--- config.mk ---
export PLATFORM = sky130hd
export DESIGN_NAME = pico_io_bank
export DESIGN_NICKNAME = d
export VERILOG_FILES = /design/src/rtl/pico_io_pkg.sv /design/src/rtl/pico_io_sync.sv /design/src/rtl/pico_io_bank.sv
export SDC_FILE = /design/constraint.sdc
export NUM_CORES = 1
export LEC_CHECK = 0
export ABC_AREA = 1
export BUFFER_PORTS_ARGS = -buffer_cell sky130_fd_sc_hd__buf_2
export CAP_MARGIN = 20
export CORE_ASPECT_RATIO = 0.8
export CORE_MARGIN = 3
export CORE_UTILIZATION = 39
export DETAILED_ROUTE_END_ITERATION = 12
export GPL_TIMING_DRIVEN = 0
export HOLD_SLACK_MARGIN = 0.05
export PLACE_DENSITY = 0.6
export RECOVER_POWER = 50
export SLEW_MARGIN = 20
export SYNTH_ARGS = -nofsm -noshare
export SYNTH_HDL_FRONTEND = slang
export SYNTH_SLANG_ARGS = --single-unit
--- constraint.sdc ---
create_clock -name clk -period 9.4 [get_ports clk]
set_input_delay 0.47 -clock clk [delete_from_list [all_inputs] [get_ports clk]]
set_output_delay 0.47 -clock clk [all_outputs]
set_load 0.1 [all_outputs]
--- src/rtl/pico_io_pkg.sv ---
// Shared definitions for the PicoBlaze I/O port bank: IRQ state encoding, default map, limits.
// Latency: n/a. Backpressure: n/a.
package pico_io_pkg;

  typedef enum logic [1:0] {
    IRQ_IDLE    = 2'd0,
    IRQ_REQ     = 2'd1,
    IRQ_SERVICE = 2'd2
  } irq_state_t;

  localparam int MAX_OUT = 16;
  localparam int MAX_IN  = 8;

  localparam logic [7:0] DEF_OUT_BASE    = 8'h00;
  localparam logic [7:0] DEF_IN_BASE     = 8'h10;
  localparam logic [7:0] DEF_STATUS_ADDR = 8'h20;
  localparam logic [7:0] DEF_MASK_ADDR   = 8'h21;
  localparam logic [7:0] DEF_OUT_RESET   = 8'h00;

  // True when the port spans [a_base, a_base+a_len) and [b_base, b_base+b_len) share an address.
  function automatic bit spans_overlap(input int a_base, input int a_len,
                                       input int b_base, input int b_len);
    return (a_base < b_base + b_len) && (b_base < a_base + a_len);
  endfunction

endpackage

--- src/rtl/pico_io_sync.sv ---
// One input byte channel: 2-flop synchroniser, history flop and change flag.
// Latency: pin change visible on byte_dat after 2 edges, changed high right after. Backpressure: none.
module pico_io_sync
  import pico_io_pkg::*;
(
  input  logic       clk,
  input  logic       rst,
  input  logic [7:0] pin,
  output logic [7:0] byte_dat,
  output logic       changed
);

  logic [7:0] sync1;
  logic [7:0] sync2;
  logic [7:0] sync3;

  always_ff @(posedge clk or posedge rst) begin
    if (rst) begin
      sync1 <= 8'h00;
      sync2 <= 8'h00;
      sync3 <= 8'h00;
    end else begin
      sync1 <= pin;
      sync2 <= sync1;
      sync3 <= sync2;
    end
  end

  assign byte_dat = sync2;
  assign changed  = (sync2 != sync3);

endmodule

--- src/rtl/pico_io_bank.sv ---
// Parametrised KCPSM6 port bank: output regs, synchronised inputs, change status, mask + IRQ (PICO_IO_IRQ_EN).
// Latency: writes visible 1 cycle after strobe, in_port registered 1 cycle after port_id. Backpressure: none.
module pico_io_bank
  import pico_io_pkg::*;
#(
  parameter int         NUM_OUT     = 4,
  parameter int         NUM_IN      = 4,
  parameter logic [7:0] OUT_BASE    = DEF_OUT_BASE,
  parameter logic [7:0] IN_BASE     = DEF_IN_BASE,
  parameter logic [7:0] STATUS_ADDR = DEF_STATUS_ADDR,
  parameter logic [7:0] MASK_ADDR   = DEF_MASK_ADDR,
  parameter logic [7:0] OUT_RESET   = DEF_OUT_RESET
) (
  input  logic                  clk,
  input  logic                  cpu_reset,
  input  logic [7:0]            port_id,
  input  logic [7:0]            out_port,
  input  logic                  write_strobe,
  input  logic                  k_write_strobe,
  input  logic                  read_strobe,
  output logic [7:0]            in_port,
  input  logic [8*NUM_IN-1:0]   pins_in,
  output logic [8*NUM_OUT-1:0]  pins_out,
  output logic                  interrupt,
  input  logic                  interrupt_ack
);

  localparam int OB = int'(OUT_BASE);
  localparam int IB = int'(IN_BASE);
  localparam int SA = int'(STATUS_ADDR);
  localparam int MA = int'(MASK_ADDR);

  // Address map sanity: any overlap or out-of-range span stops elaboration.
  if (NUM_OUT < 1 || NUM_OUT > MAX_OUT) begin : g_bad_num_out
    $error("pico_io_bank: NUM_OUT out of range");
  end
  if (NUM_IN < 1 || NUM_IN > MAX_IN) begin : g_bad_num_in
    $error("pico_io_bank: NUM_IN out of range");
  end
  if (OB + NUM_OUT > 256 || IB + NUM_IN > 256) begin : g_bad_span
    $error("pico_io_bank: port span runs past 8'hFF");
  end
  if (spans_overlap(OB, NUM_OUT, IB, NUM_IN) ||
      spans_overlap(OB, NUM_OUT, SA, 1) ||
      spans_overlap(OB, NUM_OUT, MA, 1) ||
      spans_overlap(IB, NUM_IN, SA, 1) ||
      spans_overlap(IB, NUM_IN, MA, 1) ||
      (SA == MA)) begin : g_bad_map
    $error("pico_io_bank: overlapping port address map");
  end

  logic [7:0]        sync_byte [NUM_IN];
  logic [NUM_IN-1:0] changed;

  for (genvar i = 0; i < NUM_IN; i++) begin : g_in
    pico_io_sync u_sync (
      .clk      (clk),
      .rst      (cpu_reset),
      .pin      (pins_in[8*i +: 8]),
      .byte_dat (sync_byte[i]),
      .changed  (changed[i])
    );
  end

  // Output registers; a plain OUTPUT strobe shadows a coincident OUTPUTK.
  logic [7:0] out_reg [NUM_OUT];

  always_ff @(posedge clk or posedge cpu_reset) begin
    if (cpu_reset) begin
      for (int i = 0; i < NUM_OUT; i++) out_reg[i] <= OUT_RESET;
    end else if (write_strobe) begin
      for (int i = 0; i < NUM_OUT; i++)
        if (port_id == OUT_BASE + 8'(i)) out_reg[i] <= out_port;
    end else if (k_write_strobe) begin
      for (int i = 0; i < NUM_OUT; i++)
        if (port_id[3:0] == 4'(i)) out_reg[i] <= out_port;
    end
  end

  for (genvar i = 0; i < NUM_OUT; i++) begin : g_out
    assign pins_out[8*i +: 8] = out_reg[i];
  end

  // Read-to-clear drops only bits already held; a change landing this cycle survives.
  logic [NUM_IN-1:0] status;
  logic              status_clr;
  logic [7:0]        status_rd_dat;

  assign status_clr = read_strobe && (port_id == STATUS_ADDR);

  always_ff @(posedge clk or posedge cpu_reset) begin
    if (cpu_reset) status <= '0;
    else           status <= (status_clr ? '0 : status) | changed;
  end

  always_comb begin
    status_rd_dat = 8'h00;
    status_rd_dat[NUM_IN-1:0] = status;
  end

  logic [7:0] mask_rd_dat;

`ifdef PICO_IO_IRQ_EN
  logic [NUM_IN-1:0] mask;
  logic              pend;
  irq_state_t        irq_state;
  irq_state_t        irq_state_nxt;

  always_ff @(posedge clk or posedge cpu_reset) begin
    if (cpu_reset)
      mask <= '0;
    else if (write_strobe && (port_id == MASK_ADDR))
      mask <= out_port[NUM_IN-1:0];
  end

  always_comb begin
    mask_rd_dat = 8'h00;
    mask_rd_dat[NUM_IN-1:0] = mask;
  end

  assign pend = |(status & mask);

  always_ff @(posedge clk or posedge cpu_reset) begin
    if (cpu_reset) irq_state <= IRQ_IDLE;
    else           irq_state <= irq_state_nxt;
  end

  // SERVICE holds off re-requesting until the ISR has cleared the pending status.
  always_comb begin
    irq_state_nxt = irq_state;
    interrupt     = 1'b0;
    unique case (irq_state)
      IRQ_IDLE:    if (pend) irq_state_nxt = IRQ_REQ;
      IRQ_REQ: begin
        interrupt = 1'b1;
        if (interrupt_ack) irq_state_nxt = IRQ_SERVICE;
      end
      IRQ_SERVICE: if (!pend) irq_state_nxt = IRQ_IDLE;
      default:     irq_state_nxt = IRQ_IDLE;
    endcase
  end
`else
  logic unused_irq_ack;

  assign unused_irq_ack = interrupt_ack;
  assign mask_rd_dat    = 8'h00;
  assign interrupt      = 1'b0;
`endif

  logic [7:0] rd_dat;

  always_comb begin
    rd_dat = 8'h00;
    if (port_id == STATUS_ADDR)    rd_dat = status_rd_dat;
    else if (port_id == MASK_ADDR) rd_dat = mask_rd_dat;
    for (int i = 0; i < NUM_IN; i++)
      if (port_id == IN_BASE + 8'(i)) rd_dat = sync_byte[i];
    for (int i = 0; i < NUM_OUT; i++)
      if (port_id == OUT_BASE + 8'(i)) rd_dat = out_reg[i];
  end

  always_ff @(posedge clk or posedge cpu_reset) begin
    if (cpu_reset) in_port <= 8'h00;
    else           in_port <= rd_dat;
  end

endmodule
==> results of run 1 <==
==> per-layer routing <==
layer | GRT usage | share of wire | vias to the layer above
met5 | 0 | 0 | -
met4 | 0.0529 | 0.0093 | 0
met3 | 0.0512 | 0.050 | 9
met2 | 0.233 | 0.45 | 74
met1 | 0.217 | 0.49 | 1591
li1 | - | - | 1608
==> layout by cell type (no fill, tap or decap), types with 6 or more instances in the layout <==
cell type	Yosys	layout
buf_2	0	90
clkbuf_1	0	6
clkbuf_16	0	17
dfrtp_1	140	140
inv_1	31	30
nand2_1	89	94
nand3_1	15	16
nand4_1	10	10
nor2_1	28	30
nor4_1	7	7
o21ai_0	0	21
o21ai_2	24	9
xor2_1	30	30
==> through the flow <==
| stage | hold WS, ns | power [W] |
|---|---|---|
| final | 0.157 | 0.00170 |
| after global routing | 0.131 | 0.00176 |
| after CTS | 0.144 | 0.00173 |
| after detailed placement | 0.336 | 0.00106 |
| after global placement | 0.335 | 0.00106 |
| after floorplan | 0.331 | 0.000990 |
==> path summary, 6_finish.rpt <==
path	startpoint	endpoint	slack, ns	cells past startpoint
setup / recovery	cpu_reset	pins_out[6]	7.47	4
hold / removal	pins_in[22]	g_in[2].u_sync.sync1[6]	0.16	1
setup reg to reg	g_in[1].u_sync.byte_dat[6]	status[1]	7.99	3
hold reg to reg	g_in[3].u_sync.sync1[1]	g_in[3].u_sync.byte_dat[1]	0.34	0
max in group clk	port_id[6]	pins_out[16]	7.61	8
min in group asynchronous	cpu_reset	g_in[1].u_sync.sync1[4]	0.88	3
==> flip-flops by register name, indices dropped and copies added (netlist names) <==
signal	cells
g_in.u_sync.byte_dat	32
g_in.u_sync.sync1	32
status	4
g_in.u_sync.sync3	32
in_port	8
pins_out	32
==> what timing repair did <==
item / 4_1_cts / 5_1_grt
hold buffers: 1 / 0
setup buffers: 0 / 0
endpoints found under the hold margin: 28 / 0
==> layout make-up <==
| type | count | area, um2 |
|---|---|---|
| plain buffers | 5 | 22.5 |
| clock inverters | 14 | 151 |
| repair buffers | 94 | 495 |
| clock buffers | 18 | 439 |
| flip-flops and latches | 140 | 3500 |
| well taps | 171 | 214 |
| multi-input cells | 249 | 1330 |
| inverters | 35 | 133 |
| fillers | 1176 | 6180 |
==> logic make-up (layout without fill, tap and decap cells) <==
family | Yosys count | count (layout) | share of synthesized area
simple gates | 179 | 179 | 0.168
flops | 140 | 140 | 0.685
buf+inv | 40 | 166 | 0.0360
compound gates | 39 | 39 | 0.0585
xor+xnor | 30 | 30 | 0.0514
other cells | 1 | 1 | 0.000734
==> worst max-delay path, delay by kind of cell <==
| family | cells | cell delay, ns |
|---|---|---|
| buf+inv | 4 | 1.90 |
==> power by group through the flow <==
stage / sequential, W / combinational, W / clock, W
CTS: 0.000693 / 0.000360 / 0.000672
detailed placement: 0.000703 / 0.000359 / 0
floorplan: 0.000922 / 0.0000680 / 0
finish: 0.000693 / 0.000346 / 0.000657
global placement: 0.000702 / 0.000354 / 0
global route: 0.000699 / 0.000363 / 0.000700
==> flow_summary.json, run 1 <==
{
  "fin_setup_tns_ns": 0,
  "groute.usage.overall": 0.156,
  "critPathRequiredTime_ns": 9.92,
  "drt-pass1-iter-count": 5,
  "antenna_found_initial": 0,
  "drv_slew": 0,
  "synthArstFlopShare": 1.00,
  "vias": 3282,
  "stdcell_area_um2": 6290,
  "place_congestion": 0.796,
  "finClkSkew_ns": 0.00710,
  "fmax_ghz": 0.517,
  "worst_setup_path_end_kind": "asynchronous set/reset pin",
  "initial_core_util": 0.410,
  "core_area_um2": 12500,
  "p_sw_frac": 0.356,
  "synth.ff_latch_count": 140,
  "die_h_um": 108,
  "finish.utilization": 0.504,
  "routedWlPerCell_um": 14.5,
  "drt-total-wl_um": 10500,
  "rsz0062_at_grt": "false",
  "finalSetupViolCount": 0,
  "syn_avg_cell_area_um2": 11.9,
  "irDropWorstVdd_mv": 0.158,
  "layoutNonFillerInstCount": 726,
  "cts_resized": 0,
  "dominantRegCellSynth": "dfrtp_1",
  "cts_htree_levels": 4,
  "clkTransAtPathRegs_ns": 0.06,
  "grt_pass1_vias": 3367,
  "pin_count": 95,
  "p_int_w": 0.00109,
  "cts_tree": "done",
  "drive_above_1_share": 0.277,
  "pwr-share-comb": 0.204,
  "ys_seq_area_frac": 0.685,
  "status": "finished, final reports clean",
  "synth_area_leaders": "dfrtp_1 (69%), nand2_1 (6.5%), xor2_1 (5.1%)",
  "synth-edff-count": 0,
  "placed_cells": 693,
  "post-place-ws_ns": 7.69,
  "grt_max_degree": 113,
  "min_period_ns": 1.93,
  "grt_pass1_wl_um": 17200,
  "fin_nets": 596,
  "holdCritPathClass": "input port to flop",
  "critPathKind": "input port to asynchronous set/reset pin",
  "syn_nets": 483,
  "synth_top_area_frac": 0.685,
  "antenna_cells": 0,
  "critPathSlowestCell": "clkinvlp_2",
  "grt-ovfl-total": 0,
  "worstMarginPinSlew_ns": 1.33,
  "leakagePower_nw": 3.09,
  "worstPathCellList": "dlygate4sd3_1 -> buf_2 -> clkinvlp_2 -> buf_16",
  "synth_area_um2": 5110,
  "dieWidth_um": 134,
  "synth.distinct_cells": 27,
  "area_growth_syn_to_layout_pct": 23.1,
  "io_buffers": 92,
  "syn-instance-count": 429,
  "avgViaCountPerCell": 4.52,
  "synth_area_leader_cell": "dfrtp_1",
  "timing.final.crit_share": 0.206,
  "cp.arrival_ns": 2.45,
  "seqPwrFrac": 0.409,
  "rows": 36,
  "numCtsBuffers": 17,
  "clkPwrFrac": 0.388,
  "critical_path.startpoint_type": "input port",
  "clock_sinks": 140,
  "yosysWarnings": 0,
  "clk_path_buf_depth": 2,
  "clkLatencyLatePin_ns": 0.42,
  "place_area_um2": 5820,
  "dieArea_um2": 14500,
  "drc": 0,
  "ant_nets": 0,
  "dr.first_iter.drc_count": 150,
  "maxCapViolations": 0,
  "synth_commonest_cells": "dfrtp_1 (140), nand2_1 (89), inv_1 (31)",
  "cts_root_buffer": "clkbuf_16",
  "fin_ws_ns": 7.47,
  "critPathMaxFanout": 112,
  "hold_viol_final": 0,
  "pwr_density_cell_nw_per_um2": 269,
  "hpwl_um": 7590,
  "relSlewSlack": 0.112,
  "slowest_delay_ns": 0.77,
  "yosysMostFrequentCell": "dfrtp_1",
  "switchingPower_w": 0.000604
}
Note: power is estimated with default switching activity, not from simulation.
==> run 2: changes to the inputs <==
- PLACE_DENSITY: 0.6 -> 0.63
- clock period: 9.4 -> 1.75 ns (I/O delays scaled with it)
==> flow_summary.json, run 2 (synthesized netlist as in run 1, its figures left out) <==
{
  "p_sw_frac": 0.353,
  "antenna_cells": 0,
  "grt_pass1_wl_um": 17900,
  "grt_pass1_vias": 3533,
  "seqPwrFrac": 0.406,
  "post-place-ws_ns": 0.318,
  "worstHoldEndpoint": "status[3]",
  "critPathKind": "flop to flop",
  "core_area_um2": 12500,
  "layoutNonFillerInstCount": 769,
  "cts_tree": "done",
  "relSlewSlack": 0.439,
  "place_congestion": 0.782,
  "min_period_ns": 1.40,
  "hold_path_depth": 3,
  "cp.arrival_ns": 1.66,
  "vias": 3486,
  "critical_path.startpoint_type": "flop",
  "worstMarginPinSlew_ns": 0.841,
  "fin_ws_ns": 0.350,
  "hold_start": "read_strobe",
  "pin_count": 95,
  "routedWlPerCell_um": 14.3,
  "clkLatencyLatePin_ns": 0.41,
  "avgViaCountPerCell": 4.53,
  "p_int_w": 0.00593,
  "holdCritPathClass": "input port to flop",
  "critPathMaxFanout": 3,
  "grt-ovfl-total": 0,
  "dr.first_iter.drc_count": 206,
  "ant_nets": 0,
  "timing.final.crit_share": 0.800,
  "drt-total-wl_um": 11000,
  "pwr_density_cell_nw_per_um2": 1340,
  "worstPathCellList": "xor2_1 -> nor4_1 -> o211ai_1",
  "irDropWorstVdd_mv": 0.737,
  "cts_root_buffer": "clkbuf_16",
  "dieWidth_um": 134,
  "fin_nets": 639,
  "rr_worst_depth": 3,
  "clkTransAtPathRegs_ns": 0.06,
  "grt_max_degree": 37,
  "rrSetupSlack_ns": 0.35,
  "placed_cells": 696,
  "status": "finished, final reports clean",
  "initial_core_util": 0.410,
  "antenna_found_initial": 0,
  "io_buffers": 92,
  "final_common_cell": "dfrtp_1",
  "timing.rr.start": "g_in[1].u_sync.byte_dat[6]",
  "die_h_um": 108,
  "rsz0062_at_grt": "false",
  "fmax_ghz": 0.714,
  "fin_setup_tns_ns": 0,
  "slowest_delay_ns": 0.49,
  "critPathSlowestCell": "nor4_1",
  "drt-pass1-iter-count": 4,
  "numCtsBuffers": 17,
  "drv_slew": 0,
  "clk_path_buf_depth": 2,
  "finalSetupViolCount": 0,
  "clkPwrFrac": 0.376,
  "worst_setup_path_end_kind": "flop",
  "finalPower_w": 0.00916,
  "critPathRequiredTime_ns": 2.01,
  "groute.usage.overall": 0.162,
  "drc": 0,
  "leakagePower_nw": 3.31,
  "postCtsSetupRepairBufs": 0,
  "pwr-share-comb": 0.218,
  "rows": 36,
  "cts_resized": 0,
  "finClkSkew_ns": 0.00749,
  "drive_above_1_share": 0.308,
  "r2r_end": "status[1]",
  "cts_htree_levels": 4,
  "dieArea_um2": 14500,
  "hpwl_um": 7910,
  "maxCapViolations": 0,
  "finish.utilization": 0.548,
  "final_cell_mix": "dfrtp_1 (140), buf_2 (91), nand2_1 (89)",
  "hold_viol_final": 0,
  "crit_path_start": "g_in[1].u_sync.byte_dat[6]",
  "area_growth_syn_to_layout_pct": 33.7,
  "clock_sinks": 140,
  "switchingPower_w": 0.00323
}
-- run 2: changes by cell type in the layout (fill, tap and decap cells not counted), moves of 5 or more --
| cell | delta |
|---|---|
| o21ai_0 | -21 |
| o21ai_1 | +6 |
| dlygate4sd3_1 | +40 |
| o21ai_2 | +15 |
| nand2_2 | +5 |
| nand2_1 | -5 |
-- run 2: how the worst max path moves through the flow --
| stage | endpoint | slack (ns) |
|---|---|---|
| after floorplan | g_in[0].u_sync.byte_dat[0] | -0.09 |
| after global placement | g_in[2].u_sync.byte_dat[2] | -0.84 |
| after detailed placement | status[1] | 0.32 |
| after CTS | status[1] | 0.30 |
| after global routing | g_in[3].u_sync.byte_dat[7] | 0.14 |
| final | status[1] | 0.35 |
-- run 2: cell type report --
cell class / instances / area [um2]
Tap cell: 171 / 214
Buffer: 5 / 52.6
Inverter: 35 / 133
Sequential cell: 140 / 3500
Timing Repair Buffer: 137 / 935
Clock inverter: 13 / 128
Clock buffer: 19 / 443
Fill cell: 1084 / 5640
Multi-Input combinational cell: 249 / 1430
-- run 2: power by group through the flow --
stage | registers [W] | logic, W | clock network [W]
global placement | 0.00377 | 0.00190 | 0
detailed placement | 0.00378 | 0.00194 | 0
global route | 0.00376 | 0.00209 | 0.00366
floorplan | 0.00495 | 0.000366 | 0
CTS | 0.00372 | 0.00202 | 0.00353
finish | 0.00372 | 0.00199 | 0.00344
-- run 2: routing by layer --
| layer | vias up | part of all wire | global-route usage | wire length (um) |
|---|---|---|---|---|
| met2 | 86 | 0.46 | 0.241 | 5030 |
| li1 | 1691 | - | - | - |
| met3 | 15 | 0.050 | 0.0419 | 551 |
| met1 | 1694 | 0.48 | 0.230 | 5250 |
| met4 | 0 | 0.016 | 0.0565 | 174 |
| met5 | - | 0 | 0 | 0 |
-- run 2: metrics by stage --
step | hold slack, ns | cell area (um2)
CTS | 0.150 | 6850
floorplan | 0.119 | 5120
global placement | 0.196 | 5790
global route | 0.233 | 6830
finish | 0.178 | 6830
detailed placement | 0.0530 | 5870
-- run 2: critical path: cells and delay by family (launching register included) --
family          cells  cell delay (ns)
compound gates      1             0.18
xor+xnor            1             0.17
flops               1             0.41
simple gates        1             0.49
-- run 2: timing repair --
action / 4_1_cts / 5_1_grt
endpoints found under the hold margin: 139 / 0
endpoints found under the setup margin: 0 / 0
hold buffers: 41 / 0
